### src/rtl/mem_bus_arbiter_if.sv
// Bus bundle around the memory arbiter: both requester ports plus the shared memory port.
// The "master" view belongs to the arbiter, which owns the shared memory bus.
// The "slave" view belongs to the attached requesters and memory.
interface mem_bus_arbiter_if #(
    parameter int unsigned AW = 64,
    parameter int unsigned DW = 64
);
    // M0: instruction fetch
    logic            m0_req;
    logic            m0_we;
    logic [AW-1:0]   m0_addr;
    logic [DW-1:0]   m0_wdata;
    logic [DW/8-1:0] m0_wstrb;
    logic            m0_gnt;
    logic            m0_rvalid;
    logic [DW-1:0]   m0_rdata;
    logic            m0_err;
    // M1: load/store unit
    logic            m1_req;
    logic            m1_we;
    logic [AW-1:0]   m1_addr;
    logic [DW-1:0]   m1_wdata;
    logic [DW/8-1:0] m1_wstrb;
    logic            m1_gnt;
    logic            m1_rvalid;
    logic [DW-1:0]   m1_rdata;
    logic            m1_err;
    // Shared memory port
    logic            s_req;
    logic            s_we;
    logic [AW-1:0]   s_addr;
    logic [DW-1:0]   s_wdata;
    logic [DW/8-1:0] s_wstrb;
    logic            s_ack;
    logic [DW-1:0]   s_rdata;

    modport master (
        input  m0_req, m0_we, m0_addr, m0_wdata, m0_wstrb,
        output m0_gnt, m0_rvalid, m0_rdata, m0_err,
        input  m1_req, m1_we, m1_addr, m1_wdata, m1_wstrb,
        output m1_gnt, m1_rvalid, m1_rdata, m1_err,
        output s_req, s_we, s_addr, s_wdata, s_wstrb,
        input  s_ack, s_rdata
    );

    modport slave (
        output m0_req, m0_we, m0_addr, m0_wdata, m0_wstrb,
        input  m0_gnt, m0_rvalid, m0_rdata, m0_err,
        output m1_req, m1_we, m1_addr, m1_wdata, m1_wstrb,
        input  m1_gnt, m1_rvalid, m1_rdata, m1_err,
        input  s_req, s_we, s_addr, s_wdata, s_wstrb,
        output s_ack, s_rdata
    );
endinterface

### src/rtl/mem_bus_arbiter.sv
// Two-requester single-port memory arbiter: M1 has fixed priority, a starvation counter
// forces M0 through after MAX_WAIT consecutive M1 wins, and a watchdog aborts unacked accesses.
module mem_bus_arbiter #(
    parameter int unsigned AW       = 64,
    parameter int unsigned DW       = 64,
    parameter int unsigned MAX_WAIT = 4,
    parameter int unsigned TIMEOUT  = 255
) (
    input logic               clk,
    input logic               rst,
    mem_bus_arbiter_if.master bus
);
    localparam int unsigned SW         = DW / 8;
    localparam logic [3:0]  STARVE_MAX = 4'(MAX_WAIT);
    localparam bit          TMO_EN     = (TIMEOUT != 0);
    localparam logic [7:0]  TMO_LAST   = (TIMEOUT == 0) ? 8'd0 : 8'(TIMEOUT - 1);

    typedef enum logic [1:0] {StIdle, StWait, StResp} state_e;

    state_e        state_q, state_d;
    logic          owner_q;  // 0 = M0, 1 = M1
    logic [3:0]    starve_cnt_q;
    logic [7:0]    tmo_cnt_q;
    logic          err_q;
    logic          s_we_q;
    logic [AW-1:0] s_addr_q;
    logic [DW-1:0] s_wdata_q;
    logic [SW-1:0] s_wstrb_q;
    logic [DW-1:0] m0_rdata_q, m1_rdata_q;

    logic m0_gnt, m1_gnt, grant, done, abort, m0_win;

    // State register
    always_ff @(posedge clk or posedge rst) begin
        if (rst) state_q <= StIdle;
        else     state_q <= state_d;
    end

    // Next state, grant decision and completion events
    always_comb begin
        state_d = state_q;
        m0_gnt  = 1'b0;
        m1_gnt  = 1'b0;
        done    = 1'b0;
        abort   = 1'b0;
        m0_win  = bus.m0_req && (!bus.m1_req || (starve_cnt_q == STARVE_MAX));
        unique case (state_q)
            StIdle: begin
                if (!rst && (bus.m0_req || bus.m1_req)) begin
                    m0_gnt  = m0_win;
                    m1_gnt  = !m0_win;
                    state_d = StWait;
                end
            end
            StWait: begin
                // An ack in the expiry cycle still completes normally.
                if (bus.s_ack) begin
                    done    = 1'b1;
                    state_d = StResp;
                end else if (TMO_EN && (tmo_cnt_q == TMO_LAST)) begin
                    abort   = 1'b1;
                    state_d = StResp;
                end
            end
            StResp:  state_d = StIdle;
            default: state_d = StIdle;
        endcase
    end

    assign grant = m0_gnt || m1_gnt;

    // Request capture, starvation/timeout counters and response data
    always_ff @(posedge clk or posedge rst) begin
        if (rst) begin
            owner_q      <= 1'b0;
            starve_cnt_q <= '0;
            tmo_cnt_q    <= '0;
            err_q        <= 1'b0;
            s_we_q       <= 1'b0;
            s_addr_q     <= '0;
            s_wdata_q    <= '0;
            s_wstrb_q    <= '0;
            m0_rdata_q   <= '0;
            m1_rdata_q   <= '0;
        end else begin
            if (grant) begin
                owner_q   <= m1_gnt;
                tmo_cnt_q <= '0;
                s_we_q    <= m1_gnt ? bus.m1_we    : bus.m0_we;
                s_addr_q  <= m1_gnt ? bus.m1_addr  : bus.m0_addr;
                s_wdata_q <= m1_gnt ? bus.m1_wdata : bus.m0_wdata;
                s_wstrb_q <= m1_gnt ? bus.m1_wstrb : bus.m0_wstrb;
                if (m1_gnt && bus.m0_req) begin
                    if (starve_cnt_q != STARVE_MAX) starve_cnt_q <= starve_cnt_q + 4'd1;
                end else begin
                    starve_cnt_q <= '0;
                end
            end
            if ((state_q == StWait) && !bus.s_ack) tmo_cnt_q <= tmo_cnt_q + 8'd1;
            if (done || abort) begin
                err_q <= abort;
                if (owner_q) m1_rdata_q <= done ? bus.s_rdata : '0;
                else         m0_rdata_q <= done ? bus.s_rdata : '0;
            end
            if (state_q == StResp) err_q <= 1'b0;
        end
    end

    assign bus.m0_gnt    = m0_gnt;
    assign bus.m1_gnt    = m1_gnt;
    assign bus.m0_rvalid = (state_q == StResp) && !owner_q;
    assign bus.m1_rvalid = (state_q == StResp) && owner_q;
    assign bus.m0_err    = (state_q == StResp) && !owner_q && err_q;
    assign bus.m1_err    = (state_q == StResp) && owner_q && err_q;
    assign bus.m0_rdata  = m0_rdata_q;
    assign bus.m1_rdata  = m1_rdata_q;
    assign bus.s_req     = (state_q == StWait);
    assign bus.s_we      = s_we_q;
    assign bus.s_addr    = s_addr_q;
    assign bus.s_wdata   = s_wdata_q;
    assign bus.s_wstrb   = s_wstrb_q;

    // Requesters must hold req until granted; no recovery exists for a dropped request.
    m0_req_held: assert property (@(posedge clk) disable iff (rst)
        bus.m0_req && !bus.m0_gnt |=> bus.m0_req);
    m1_req_held: assert property (@(posedge clk) disable iff (rst)
        bus.m1_req && !bus.m1_gnt |=> bus.m1_req);
endmodule

### src/flat_wrapper.sv
// flat-port wrapper written by rule: the top's interface ports become plain ports
module mem_bus_arbiter_flat 
#(
    parameter int unsigned AW       = 64,
    parameter int unsigned DW       = 64,
    parameter int unsigned MAX_WAIT = 4,
    parameter int unsigned TIMEOUT  = 255
)
  (clk, rst, bus_m0_req, bus_m0_we, bus_m0_addr, bus_m0_wdata, bus_m0_wstrb, bus_m0_gnt, bus_m0_rvalid, bus_m0_rdata, bus_m0_err, bus_m1_req, bus_m1_we, bus_m1_addr, bus_m1_wdata, bus_m1_wstrb, bus_m1_gnt, bus_m1_rvalid, bus_m1_rdata, bus_m1_err, bus_s_req, bus_s_we, bus_s_addr, bus_s_wdata, bus_s_wstrb, bus_s_ack, bus_s_rdata);
  mem_bus_arbiter_if #(.AW(AW), .DW(DW)) bus_i ();
  input logic clk;
  input logic rst;
  input wire logic [$bits(bus_i.m0_req)-1:0] bus_m0_req;
  input wire logic [$bits(bus_i.m0_we)-1:0] bus_m0_we;
  input wire logic [$bits(bus_i.m0_addr)-1:0] bus_m0_addr;
  input wire logic [$bits(bus_i.m0_wdata)-1:0] bus_m0_wdata;
  input wire logic [$bits(bus_i.m0_wstrb)-1:0] bus_m0_wstrb;
  output wire logic [$bits(bus_i.m0_gnt)-1:0] bus_m0_gnt;
  output wire logic [$bits(bus_i.m0_rvalid)-1:0] bus_m0_rvalid;
  output wire logic [$bits(bus_i.m0_rdata)-1:0] bus_m0_rdata;
  output wire logic [$bits(bus_i.m0_err)-1:0] bus_m0_err;
  input wire logic [$bits(bus_i.m1_req)-1:0] bus_m1_req;
  input wire logic [$bits(bus_i.m1_we)-1:0] bus_m1_we;
  input wire logic [$bits(bus_i.m1_addr)-1:0] bus_m1_addr;
  input wire logic [$bits(bus_i.m1_wdata)-1:0] bus_m1_wdata;
  input wire logic [$bits(bus_i.m1_wstrb)-1:0] bus_m1_wstrb;
  output wire logic [$bits(bus_i.m1_gnt)-1:0] bus_m1_gnt;
  output wire logic [$bits(bus_i.m1_rvalid)-1:0] bus_m1_rvalid;
  output wire logic [$bits(bus_i.m1_rdata)-1:0] bus_m1_rdata;
  output wire logic [$bits(bus_i.m1_err)-1:0] bus_m1_err;
  output wire logic [$bits(bus_i.s_req)-1:0] bus_s_req;
  output wire logic [$bits(bus_i.s_we)-1:0] bus_s_we;
  output wire logic [$bits(bus_i.s_addr)-1:0] bus_s_addr;
  output wire logic [$bits(bus_i.s_wdata)-1:0] bus_s_wdata;
  output wire logic [$bits(bus_i.s_wstrb)-1:0] bus_s_wstrb;
  input wire logic [$bits(bus_i.s_ack)-1:0] bus_s_ack;
  input wire logic [$bits(bus_i.s_rdata)-1:0] bus_s_rdata;
  assign bus_i.m0_req = bus_m0_req;
  assign bus_i.m0_we = bus_m0_we;
  assign bus_i.m0_addr = bus_m0_addr;
  assign bus_i.m0_wdata = bus_m0_wdata;
  assign bus_i.m0_wstrb = bus_m0_wstrb;
  assign bus_m0_gnt = bus_i.m0_gnt;
  assign bus_m0_rvalid = bus_i.m0_rvalid;
  assign bus_m0_rdata = bus_i.m0_rdata;
  assign bus_m0_err = bus_i.m0_err;
  assign bus_i.m1_req = bus_m1_req;
  assign bus_i.m1_we = bus_m1_we;
  assign bus_i.m1_addr = bus_m1_addr;
  assign bus_i.m1_wdata = bus_m1_wdata;
  assign bus_i.m1_wstrb = bus_m1_wstrb;
  assign bus_m1_gnt = bus_i.m1_gnt;
  assign bus_m1_rvalid = bus_i.m1_rvalid;
  assign bus_m1_rdata = bus_i.m1_rdata;
  assign bus_m1_err = bus_i.m1_err;
  assign bus_s_req = bus_i.s_req;
  assign bus_s_we = bus_i.s_we;
  assign bus_s_addr = bus_i.s_addr;
  assign bus_s_wdata = bus_i.s_wdata;
  assign bus_s_wstrb = bus_i.s_wstrb;
  assign bus_i.s_ack = bus_s_ack;
  assign bus_i.s_rdata = bus_s_rdata;
  mem_bus_arbiter #(.AW(AW), .DW(DW), .MAX_WAIT(MAX_WAIT), .TIMEOUT(TIMEOUT)) u_core (.clk(clk), .rst(rst), .bus(bus_i));
endmodule
### config.mk
export PLATFORM = sky130hd
export DESIGN_NAME = mem_bus_arbiter_flat
export DESIGN_NICKNAME = d
export VERILOG_FILES = /design/src/rtl/mem_bus_arbiter_if.sv /design/src/rtl/mem_bus_arbiter.sv /design/src/flat_wrapper.sv
export SDC_FILE = /design/constraint.sdc
export NUM_CORES = 1
export LEC_CHECK = 0
export CAP_MARGIN = 20
export CORE_AREA = 2 2 236 238
export CTS_CLUSTER_SIZE = 30
export DETAILED_ROUTE_END_ITERATION = 10
export DIE_AREA = 0 0 238 240
export SLEW_MARGIN = 5
export SYNTH_ARGS = -nofsm -noshare
export SYNTH_HDL_FRONTEND = slang
export SYNTH_SLANG_ARGS = --single-unit
### constraint.sdc
create_clock -name clk -period 15.7 [get_ports clk]
set_input_delay 4.71 -clock clk [delete_from_list [all_inputs] [get_ports clk]]
set_output_delay 4.71 -clock clk [all_outputs]
set_load 0.05 [all_outputs]
* Yosys cells after proc, flatten, opt, wreduce, memory -nomap -nowiden
Index checks and enable logic that the tools add are counted.
** Storage, ports and cells
- Register bits after elaboration :: 281
- Bits in latches :: 0
- Bits in writable memories :: 0
- ROM bits :: 0
- Input port bits :: 343
- Output and inout port bits :: 272
- Word-level logic and storage cells :: 70
- Memories :: 0
** Operators by class
- $add $sub $neg :: 2
- $mul :: 0
- Div/mod/pow operators :: 0
- Magnitude comparators :: 0
- Equality and inequality tests :: 8
- Shift-type cells :: 0
- Mux-type cells :: 24
- Bitwise logic cells :: 1
- Reductions and logical operators :: 24
** Operator list (count)
- $mux W64 :: 3
- $mux W8 :: 3
- $mux W1 :: 12
- $add A8 B1 Y8 const B :: 1
- $eq A8 B8 Y1 const B :: 1
- $logic_and A1 B1 Y1 :: 8
- $mux W4 :: 2
- $reduce_and A2 Y1 :: 4
- $mux W2 :: 3
- $logic_not A1 Y1 :: 5
- $add A4 B1 Y4 const B :: 1
- $eq A4 B3 Y1 const B :: 1
- $logic_or A1 B1 Y1 :: 4
- $ne A4 B3 Y1 const B :: 1
- $pmux W2 S2 :: 1
- $reduce_bool A2 Y1 :: 2
- $ne A3 B1 Y1 const B :: 1
- $eq A2 B1 Y1 const B :: 1
- $eq A2 B2 Y1 const B :: 1
- $logic_not A2 Y1 :: 1
- $ne A2 B1 Y1 const B :: 1
- $ne A2 B2 Y1 const B :: 1
- $not A1 Y1 :: 1

* Logic depth before layout (Yosys ltp)
- Depth in word-level cells :: 9
- Mapped depth :: 7
- Depth with buffers taken out :: 5

* Worst setup path before layout
No wires, ideal clock.
- Kind :: in2out
- Start :: input port bus_m0_req
- End :: output port bus_m0_gnt
- Data arrival time :: 6.160 ns
- Required time :: 10.990 ns
- Slack :: 4.830 ns
- Stages on the path :: 5
- Buffers on the path :: 3
- Cells stage by stage :: buf_4 nand4b_1 buf_4 buf_2 a21oi_1
** On the way
- Longest elaborated chain between the ends :: 4
- Elaborated cells on any way between the ends :: 5
- Classes of those cells :: mux: 2; reduce/logical: 3
** RTL lines
- from (decl) :: line flat_wrapper.sv:13 : input wire logic [$bits(bus_i.m0_req)-1:0] bus_m0_req;
- $logic_or A1 B1 Y1 :: line mem_bus_arbiter.sv:49 : if (!rst && (bus.m0_req || bus.m1_req)) begin
- $logic_and A1 B1 Y1 :: line mem_bus_arbiter.sv:49
- $mux W1 * :: line mem_bus_arbiter.sv:49
- $mux W1 * :: line mem_bus_arbiter.sv:47 : unique case (state_q)
- to (decl) :: line flat_wrapper.sv:18 : output wire logic [$bits(bus_i.m0_gnt)-1:0] bus_m0_gnt;
Every way passes the cells marked *; elsewhere a longest branch is shown, timed or not.

* Worst setup path in the final report
Same ends and word-level chain as after synthesis.

==> results.md <==
- Outcome: finished, final reports clean
- DR top layer: met5
- Dpl cells: 2637
- Netlist cell types: 45
- Register area: 7030 um^2
- Clock skew: 0.0170 ns
- Max-slew violation count: 0
- Final setup vio count: 0
- Largest net degree at the start of global routing: 164
- DP HPWL: 38.5 mm
- Number of synthesized flops with an enable pin: 0
- Ys Warns: 0
- Final Hold Fails: 0
- Final TNS setup: 0 ns
- Vias after detailed routing: 13.8k
- Commonest cells post-synth: 281 x dfrtp_1, 200 x o21ai_0, 143 x a21oi_1, 142 x nand3_1, 137 x a31oi_1
- DRT met1 WL: 21.9 mm
- Worst Path Max Fanout: 66
- Die width: 238 um
- WP data arrival: 7.53 ns
- Worst-Margin Slew: 1.12 ns
- TritonCTS Sinks: 281
- Max Root-Sink Buffers: 3
- Drt wl/cell: 21.0 um
- Initial antenna violation count: 5
- Layout cell share with drive strength beyond 1: 3.97%
- Largest area contributor in the netlist: dfrtp_1
- Detail Route Antenna Nets: 0
- Total Wirelength: 56.5 mm
- Starting density of the core: 24.4%
- Post_cts resized: 0
- Initial DRC Count: 874
- Overall Power: 3.96 mW
- Clock latency at the later pin of the worst-skew pair: 0.54 ns
- Finished Layout Cells: 2696
- Metal2 WL: 27.1 mm
- Final Critical Period: 12.24 ns
- Crit end category: output port
- Fmax: 0.0817 GHz
- Syn Inst Count: 1456
- Root buf cell: clkbuf_16
- #FFs+latches synth: 281
- Total grt overflow: 0
- Worst hold path class: flip-flop to flip-flop
- Clock Pin Slew Worst Setup and Hold Paths: 0.05 ns
- Die Y: 240 um
- FP Rows: 86
- Worst setup margin: 3.46 ns
- Power Dens Cells: 189 nW/um^2
- Dpl ws: 3.47 ns
- Required @ worst endpoint: 10.99 ns
- Gpl congestion: 0.798
- CTS Buf Count: 35
- Post-synthesis sequential area ratio: 52.6%
- Min Hold Slack: 0.468 ns
- Synth top area share: 52.6%
- Setup bufs post-CTS: 0
- Post-layout net count: 2319
- Final worst-path cycle share: 77.9%
- Count leader, synth: dfrtp_1
- Vias in the first global route: 13.5k
- Full die area: 57100 um^2
- Max IR drop VDD: 0.0774 mV
- First-pass DRT Iterations: 5
- Synth async-reset ratio: 100%
- Slew headroom: 25.3%
- Post-route DRC: 0
- Syn-to-layout area delta: 56.8%
- Post-Syn Nets: 1803
- Fillcell total: 5452
- All-layer global routing usage: 18.8%
- Cell Area, Synth: 13400 um^2
- WL met3: 5.49 mm
- Core footprint: 54700 um^2
- Synth area leaders: dfrtp_1 53%, o21ai_0 7.5%, a22oi_1 7.2%, a31oi_1 6.4%, a21oi_1 5.4%
- DR vias/cell: 5.13
- Main flop type after synthesis: dfrtp_1
- H-tree depth: 2
- First-pass GRT wire length: 83.7 mm
- Multi-input gate area: 5130 um^2
- Leak pwr: 8.82 nW
- Io pins: 615
- Critical path class: input pin to output port
- Worst Setup Start Kind: input pin
- Number of port buffers: 614
- # hold bufs at CTS: 0
- Maxcap violations: 0
- TritonCTS clock tree: built
- Syn Area/Cell: 9.18 um^2
- RSZ-0062 raised after global routing: false
-- power by group --
part	switching, mW	total (mW)	internal [mW]	leakage [nW]
Sequential	0.174	1.14	0.971	2.97
Clock	0.322	0.772	0.450	0.517
Combinational	1.36	2.04	0.684	5.34
Total	1.85	3.96	2.11	8.82
-- final timing paths --
check / start / end / slack (ns) / cells after the start
worst max-delay path: bus_m0_req / bus_m0_gnt / 3.46 / 5
worst min-delay path: u_core.tmo_cnt_q[7]$_DFFE_PP0P_ / u_core.tmo_cnt_q[7]$_DFFE_PP0P_ / 0.47 / 1
worst max register to register: u_core.starve_cnt_q[0]$_DFFE_PP0P_ / u_core.bus.s_addr[45]$_DFFE_PP0P_ / 12.61 / 7
worst min register to register: u_core.tmo_cnt_q[7]$_DFFE_PP0P_ / u_core.tmo_cnt_q[7]$_DFFE_PP0P_ / 0.47 / 1
max in group asynchronous: rst / u_core.bus.s_addr[52]$_DFFE_PP0P_ / 9.36 / 3
min in group asynchronous: rst / u_core.bus.s_addr[1]$_DFFE_PP0P_ / 4.78 / 2
-- critical path, stage by stage --
cell             delay, ns
clkdlybuf4s50_1       0.70
or2_4                 0.73
nand2_1               0.32
a21oi_1               0.21
clkdlybuf4s50_1       0.83
-- per-stage QoR --
stage               utilization, %  cell area [um^2]
floorplan                        -             13400
CTS                           38.2             20900
global placement              36.3             19800
detailed placement            36.3             19800
global route                  38.3             21000
finish                        38.3             21000
-- logic make-up after synthesis --
kind of cell | share of synthesized area (%)
compound gates | 30.0
fa+ha+maj | 0.375
buf+inv | 9.36
flops | 52.6
mux | 0.150
simple gates | 7.53
-- cell type report --
type	count	share of cell area [%]
timing repair buffer	633	30.3
antenna	1	0.0119
clock inverter	8	0.394
tap	704	4.20
clock buffer	48	4.66
multi-input combinational	887	24.5
inverter	134	2.44
sequential	281	33.6
-- cells in the final DEF (no fill, tap or decap), drive strengths merged, types with 19 or more instances in the layout --
cell type	instances
a22oi	128
dfrtp	281
a31oi	137
inv	135
buf	19
clkdlybuf4s50	614
a21oi	143
nand3	142
clkbuf	48
o21ai	273
-- state kept, by name (all words and copies together), names as in the netlist --
register             count
u_core.bus.m0_rdata     64
u_core.state_q           2
u_core.bus.s_we          1
u_core.owner_q           1
u_core.bus.m1_rdata     64
u_core.bus.s_addr       64
u_core.bus.s_wdata      64
u_core.tmo_cnt_q         8
u_core.bus.s_wstrb       8
u_core.starve_cnt_q      4
u_core.err_q             1
-- metal layers --
metal  vias up  track usage (%)
met5         -                0
met4         8             7.16
met3        99             5.71
met2       690             31.4
met1      6685             22.8
li1       6337                -
No activity file was read; power rests on OpenSTA's default activity.
